[config.mk]
export PLATFORM = sky130hd
export DESIGN_NAME = tick_scheduler
export DESIGN_NICKNAME = d
export VERILOG_FILES = /design/src/rtl/tick_sched_pkg.sv /design/src/rtl/tick_channel.sv /design/src/rtl/tick_scheduler.sv
export SDC_FILE = /design/constraint.sdc
export NUM_CORES = 1
export LEC_CHECK = 0
export CAP_MARGIN = 10
export CORE_MARGIN = 5
export CORE_UTILIZATION = 34
export DETAILED_ROUTE_END_ITERATION = 7
export MAX_ROUTING_LAYER = met4
export PLACE_DENSITY = 0.5
export SKIP_LAST_GASP = 1
export SYNTH_ARGS = -nofsm -noshare
export SYNTH_HDL_FRONTEND = slang
export SYNTH_SLANG_ARGS = --single-unit
export TNS_END_PERCENT = 10
[constraint.sdc]
create_clock -name Clk -period 3.3 [get_ports Clk]
set_input_delay 0.66 -clock Clk [delete_from_list [all_inputs] [get_ports Clk]]
set_output_delay 0.66 -clock Clk [all_outputs]
set_load 0.005 [all_outputs]
[src/rtl/tick_sched_pkg.sv]
// Shared definitions for tick_scheduler: command opcodes, command FSM states
// and the default prescaler ratio.
package tick_sched_pkg;

  typedef enum logic [1:0] {
    OP_NOP   = 2'b00,
    OP_LOAD  = 2'b01,
    OP_START = 2'b10,
    OP_STOP  = 2'b11
  } cmd_op_e;

  typedef enum logic {
    ST_IDLE  = 1'b0,
    ST_APPLY = 1'b1
  } cmd_state_e;

  // 100 MHz system clock divided down to a 1 kHz base tick.
  localparam int DEFAULT_PRESCALE = 100000;

endpackage

[src/rtl/tick_channel.sv]
// One programmable timebase channel: period register, countdown, mode and
// running flag, advanced by the shared base tick.
module tick_channel
  import tick_sched_pkg::*;
#(
  parameter int PERIOD_W = 16
) (
  input  logic                clk,
  input  logic                reset,
  input  logic                load,
  input  logic                start,
  input  logic                stop,
  input  logic [PERIOD_W-1:0] load_data,
  input  logic                oneshot,
  input  logic                base_tick,
  output logic                tick,
  output logic                running
);

  logic [PERIOD_W-1:0] period_q, period_d;
  logic [PERIOD_W-1:0] count_q, count_d;
  logic                oneshot_q, oneshot_d;
  logic                running_q, running_d;
  logic                expire;

  // A START or STOP landing on the expiry base tick takes priority and
  // suppresses that tick; a LOAD only changes what the next reload uses.
  always_comb begin
    expire    = base_tick && running_q && (count_q == '0) && !start && !stop;
    period_d  = period_q;
    count_d   = count_q;
    oneshot_d = oneshot_q;
    running_d = running_q;

    if (load) begin
      period_d = (load_data == '0) ? PERIOD_W'(1) : load_data;
    end

    if (start) begin
      count_d   = period_q - PERIOD_W'(1);
      oneshot_d = oneshot;
      running_d = 1'b1;
    end else if (stop) begin
      running_d = 1'b0;
    end else if (base_tick && running_q) begin
      if (count_q == '0) begin
        if (oneshot_q) begin
          running_d = 1'b0;
        end else begin
          count_d = period_q - PERIOD_W'(1);
        end
      end else begin
        count_d = count_q - PERIOD_W'(1);
      end
    end
  end

  always_ff @(posedge clk) begin
    if (reset) begin
      period_q  <= PERIOD_W'(1);
      count_q   <= '0;
      oneshot_q <= 1'b0;
      running_q <= 1'b0;
    end else begin
      period_q  <= period_d;
      count_q   <= count_d;
      oneshot_q <= oneshot_d;
      running_q <= running_d;
    end
  end

  assign tick    = expire;
  assign running = running_q;

endmodule

[src/rtl/tick_scheduler.sv]
// Shared prescaler plus NUM_CH programmable tick channels behind a
// valid/ready command port. Optional TICK_SCHED_BYPASS_EN adds a Bypass input.
module tick_scheduler
  import tick_sched_pkg::*;
#(
  parameter int PRESCALE = DEFAULT_PRESCALE,
  parameter int NUM_CH   = 4,
  parameter int PERIOD_W = 16,
  parameter int CH_W     = 4
) (
  input  logic                Clk,
  input  logic                Reset,
  input  logic                Cmd_Valid,
  output logic                Cmd_Ready,
  input  logic [1:0]          Cmd_Op,
  input  logic [CH_W-1:0]     Cmd_Ch,
  input  logic [PERIOD_W-1:0] Cmd_Data,
  input  logic                Cmd_Oneshot,
  output logic                Cmd_Err,
  output logic                Base_Tick,
  output logic [NUM_CH-1:0]   Tick_Out,
  output logic [NUM_CH-1:0]   Running
`ifdef TICK_SCHED_BYPASS_EN
  ,
  input  logic                Bypass
`endif
);

  localparam int              PS_W       = (PRESCALE > 2) ? $clog2(PRESCALE) : 1;
  localparam logic [PS_W-1:0] PS_LAST    = PS_W'(PRESCALE - 1);
  localparam logic [CH_W:0]   NUM_CH_EXT = (CH_W + 1)'(NUM_CH);

  logic                bypass;
  logic [PS_W-1:0]     ps_count_q, ps_count_d;
  logic                ps_wrap;

  cmd_state_e          state_q, state_d;
  logic                cmd_ready_q, cmd_ready_d;
  logic                cmd_err_q, cmd_err_d;
  cmd_op_e             op_q, op_d;
  logic [CH_W-1:0]     ch_q, ch_d;
  logic [PERIOD_W-1:0] data_q, data_d;
  logic                oneshot_q, oneshot_d;
  logic                accept;
  logic                ch_invalid;
  logic                apply;

`ifdef TICK_SCHED_BYPASS_EN
  assign bypass = Bypass;
`else
  assign bypass = 1'b0;
`endif

  // Free-running prescaler; bypass parks it at 0 and strobes every cycle.
  always_comb begin
    ps_wrap = (ps_count_q == PS_LAST);
    if (bypass || ps_wrap) begin
      ps_count_d = '0;
    end else begin
      ps_count_d = ps_count_q + PS_W'(1);
    end
  end

  always_ff @(posedge Clk) begin
    if (Reset) begin
      ps_count_q <= '0;
    end else begin
      ps_count_q <= ps_count_d;
    end
  end

  assign Base_Tick = bypass || ps_wrap;

  // Command port accepts in IDLE and spends exactly one APPLY cycle per command.
  always_comb begin
    accept      = Cmd_Valid && cmd_ready_q;
    ch_invalid  = ({1'b0, Cmd_Ch} >= NUM_CH_EXT);
    state_d     = state_q;
    cmd_ready_d = cmd_ready_q;
    cmd_err_d   = 1'b0;
    op_d        = op_q;
    ch_d        = ch_q;
    data_d      = data_q;
    oneshot_d   = oneshot_q;

    case (state_q)
      ST_IDLE: begin
        cmd_ready_d = 1'b1;
        if (accept) begin
          state_d     = ST_APPLY;
          cmd_ready_d = 1'b0;
          cmd_err_d   = ch_invalid;
          op_d        = cmd_op_e'(Cmd_Op);
          ch_d        = Cmd_Ch;
          data_d      = Cmd_Data;
          oneshot_d   = Cmd_Oneshot;
        end
      end
      ST_APPLY: begin
        state_d     = ST_IDLE;
        cmd_ready_d = 1'b1;
      end
      default: begin
        state_d     = ST_IDLE;
        cmd_ready_d = 1'b0;
      end
    endcase
  end

  always_ff @(posedge Clk) begin
    if (Reset) begin
      state_q     <= ST_IDLE;
      cmd_ready_q <= 1'b0;
      cmd_err_q   <= 1'b0;
      op_q        <= OP_NOP;
      ch_q        <= '0;
      data_q      <= '0;
      oneshot_q   <= 1'b0;
    end else begin
      state_q     <= state_d;
      cmd_ready_q <= cmd_ready_d;
      cmd_err_q   <= cmd_err_d;
      op_q        <= op_d;
      ch_q        <= ch_d;
      data_q      <= data_d;
      oneshot_q   <= oneshot_d;
    end
  end

  assign Cmd_Ready = cmd_ready_q;
  assign Cmd_Err   = cmd_err_q;
  assign apply     = (state_q == ST_APPLY);

  // An out-of-range channel matches no instance, so it changes no state.
  for (genvar i = 0; i < NUM_CH; i++) begin : g_ch
    logic sel;
    logic ch_load;
    logic ch_start;
    logic ch_stop;

    assign sel      = apply && (ch_q == CH_W'(i));
    assign ch_load  = sel && (op_q == OP_LOAD);
    assign ch_start = sel && (op_q == OP_START);
    assign ch_stop  = sel && (op_q == OP_STOP);

    tick_channel #(
      .PERIOD_W (PERIOD_W)
    ) u_channel (
      .clk       (Clk),
      .reset     (Reset),
      .load      (ch_load),
      .start     (ch_start),
      .stop      (ch_stop),
      .load_data (data_q),
      .oneshot   (oneshot_q),
      .base_tick (Base_Tick),
      .tick      (Tick_Out[i]),
      .running   (Running[i])
    );
  end

endmodule

==> results by group <==
Run status
  • Run status: completed

Clock tree
  • Clk buf depth: 2
  • Clock H-tree levels: 4
  • CTS tree: done
  • Clock latency on the worst-skew pair: ~0.44 ns
  • Hold-fix buffers, CTS: 0
  • TritonCTS Sinks: about 180
  • Cts bufs inserted: 17
  • Root Buffer: clkbuf_16
  • Clock transition at path regs: roughly 0.070 ns

Finish
  • Final Cell Area: 10,900 sq um
  • Share of cells above drive strength 1: 8.94%
  • Antenna Cells: 0
  • Fillers: between 2,000 and 3,000
  • Nets: between 1,000 and 1,500
  • Total area of sequential cells: 3580 sq um
  • Layout area overhead: 14.8%
  • Multi-input combinational cell area: approximately 5600 sq um
  • Non-filler cells, final: approximately 1,600

Timing
  • Final Critical Period: 3.22 ns
  • Final hold violation count: 0
  • Slew HR: a little over two fifths
  • Max Clock Freq: just over 300 MHz
  • Setup ws final: 0.0826 ns
  • Tcrit/Tclk final: between 90% and 100%
  • Hold slack: approximately 0.46 ns
  • Final setup viols: 0
  • Fin. max-slew vios: 0
  • Slew @ Worst Pin: between 0.8 and 0.9 ns
  • Clock Skews: 0.0153 ns
  • RSZ-0062 raised after global routing: yes

Global route
  • First-pass GRT wire length: around 43,000 um
  • Congestion Overflow GR: 0
  • Largest net degree at the start of global routing: 66
  • Total track usage: 17.7%
  • Antenna violations before repair: 0
  • Vias in the first global route: 7,915

Logic synthesis
  • Post-synth ARST share: 0%
  • Synthesized area per cell: approximately 7.9 sq um
  • Ys flop type: dfxtp_1
  • EDFF count, synth: 0
  • Synthesis-stage register bit count: approximately 180
  • Post-synthesis cell count: 1,208
  • Area contributors post-synth: dfxtp_1 38%, a21oi_1 7.2%, nand2_1 6.4%
  • Post-synth top area cell: dfxtp_1
  • Synthesized area: about 9500 sq um
  • Synth cell types: between 70 and 80
  • Seq/Total Area, Yosys: between 30 and 40%
  • Syn Nets: approximately 1,200
  • Share of the synthesized area in the top cell type: around 38%
  • Warnings from Yosys: 0

Detailed routing
  • Post-route ant nets: 0
  • 1st-pass router iterations: 5
  • Drt initial violations: about 600
  • Routed wire length: around 27,000 um
  • Wire per inst: ~17 um
  • Via density: 5.26
  • Post-route DRC: 0
  • DR vias: about 8,500

Flow run
  • Max-Cap Viols: 0

Setup path
  • Worst Path Arrival: approximately 2.6 ns
  • Worst Setup End Kind: output pin
  • Largest delay share family, worst path: simple AND/OR/NAND/NOR gates
  • CP startpoint: apply$_SDFF_PP0_
  • CP Launch Type: register
  • CP max stage delay: 0.45 ns
  • Reg2Reg Launch Point: g_ch[0].u_channel.count_q[0]$_SDFFE_PP0P_
  • Slowest CP cell: or3b_1
  • Crit Path Category: register to output pin
  • Crit path required time: between 2 and 3 ns
  • Max Fanout on Critical Path: 8
  • Worst-path cell chain: or3b_1 > o41ai_4 > or2_1 > nor3_2 > clkdlybuf4s50_1
  • WP buf/inv: 1
  • Reg2reg path depth: 9
  • R2r setup slk: ~0.63 ns
  • R2R Path End: g_ch[0].u_channel.count_q[6]$_SDFFE_PP0P_

Min path
  • Worst hold path class: register to register
  • Worst Hold Depth: 1
  • Hold path start: ps_count_q[0]$_SDFF_PP0_
  • Hold EP: ps_count_q[0]$_SDFF_PP0_

Place
  • Port bufs: 36
  • Dpl ws: 0.391 ns
  • Placed cell count: 1,586
  • GPL Wtd Cong: 0.831
  • Post-DP HPWL: around 19,000 um
  • Area after DPL: a little over 10,000 sq um

Die
  • Area of the die: about 31,000 sq um
  • Chip height: 177 um
  • Core area: 27,700 sq um
  • # IOs: 37
  • Chip Width: around 180 um
  • Effective utilization at floorplan: 34.4%
  • # rows: 61

Power
  • Leakage: between 4 and 5 nW
  • Worst VDD drop: 0.227 mV
  • Pwr/cell area: approximately 400 nW/um^2
==> cell usage in the layout, fill, tap and decap left out, types with 19 or more instances in the layout <==
cell type and count:
dfxtp_1 179, nand2_1 162, a21oi_1 137, nor2_1 117, nor3_1 50, o21ai_0 40
xnor2_1 37, nand3_1 35, clkdlybuf4s50_1 35, buf_4 34, o21ai_1 32, inv_1 29
xor2_1 26, nor4_1 25, o211ai_1 25, a22o_1 23, mux2i_1 19
==> worst reg2reg max path: stages (launching register included) <==
cell,delay [ns]
dfxtp_1,0.44
inv_2,0.07
ha_1,0.19
or3b_4,0.24
nor4b_4,0.05
buf_4,0.14
a311oi_1,0.62
or2_1,0.38
o21ai_0,0.15
a32o_1,0.28
==> layout make-up <==
class / count / area share, %
Clock buffer: 17 / 3.89
Clock inverter: 15 / 1.33
Inverter: 32 / 1.10
Multi-Input combinational cell: 928 / 50.9
Sequential cell: 179 / 32.8
Tap cell: 378 / 4.32
Timing Repair Buffer: 70 / 5.72
==> stage by stage <==
step | utilization [%] | setup TNS [ns] | total power (W)
6_report | 39.5 | 0 | 0.00438
5_1_grt | 39.5 | -0.0681 | 0.00453
4_1_cts | 39.4 | -0.0149 | 0.00444
3_5_place_dp | 37.2 | 0 | 0.00241
3_3_place_gp | 37.2 | 0 | 0.00241
2_1_floorplan | - | 0 | 0.00232
==> cell families (layout without fill, tap and decap cells) <==
kind of cell | count (synthesis) | count (layout) | share of synthesized area [%]
simple gates | 510 | 510 | 27.5
fa+ha+maj | 13 | 13 | 1.71
buf+inv | 101 | 134 | 4.51
xor+xnor | 63 | 63 | 5.79
flops | 179 | 179 | 37.6
mux | 20 | 20 | 2.11
compound gates | 322 | 322 | 20.8
==> where the power goes <==
part | total (W) | internal, W | switching, W | leakage (nW)
logic | 0.000146 | 0.0000583 | 0.0000880 | 2.29
clock network | 0.00201 | 0.00106 | 0.000948 | 0.283
registers | 0.00222 | 0.00218 | 0.0000409 | 1.44
total | 0.00438 | 0.00330 | 0.00108 | 4.02
==> flip-flops by register name, summed over array words and instances, names as in the netlist, 2 cells and up <==
signal                    count
g_ch.u_channel.count_q       64
g_ch.u_channel.period_q      64
ps_count_q                   17
data_q                       16
ch_q                          4
g_ch.u_channel.oneshot_q      4
g_ch.u_channel.running        4
op_q                          2
==> synthesized netlist by cell type (all sizes together), types with 8 or more instances <==
| cell | number |
|---|---|
| nor3 | 59 |
| nand4 | 9 |
| or3 | 11 |
| a21oi | 137 |
| or4 | 9 |
| dfxtp | 179 |
| and3 | 11 |
| o211ai | 25 |
| nand3 | 35 |
| ha | 13 |
| o21ai | 74 |
| a22o | 23 |
| a211o | 10 |
| xnor2 | 37 |
| nor2 | 120 |
| nor4 | 34 |
| nand2 | 163 |
| xor2 | 26 |
| nor3b | 8 |
| clkbuf | 44 |
| nand2b | 9 |
| a31oi | 9 |
| buf | 25 |
| mux2i | 19 |
| inv | 32 |
==> timing repair <==
action | in CTS | in global routing
gates resized for setup | 3 | 5
pin swaps | 1 | 1
buffers inserted | 1 | 0
setup endpoints to repair | 2 | 4
==> how the worst max path moves through the flow <==
| stage | cells past startpoint | to | slack (ns) |
|---|---|---|---|
| after floorplan | 7 | Tick_Out[0] | 1.01 |
| after global placement | 7 | Tick_Out[1] | 0.42 |
| after detailed placement | 7 | Tick_Out[0] | 0.39 |
| after CTS | 7 | Tick_Out[0] | -0.01 |
| after global routing | 5 | Tick_Out[0] | -0.05 |
| final | 5 | Tick_Out[0] | 0.08 |
==> routing by layer <==
layer	part of all wire [%]	routed length [um]	track usage, %	vias up
met5	0	0	-	-
met4	0.88	236	3.64	0
met3	3.7	990	3.30	14
met2	45	12100	26.7	151
met1	50	13600	24.9	3996
li1	-	-	-	4363
No activity file was read; power rests on OpenSTA's default activity.
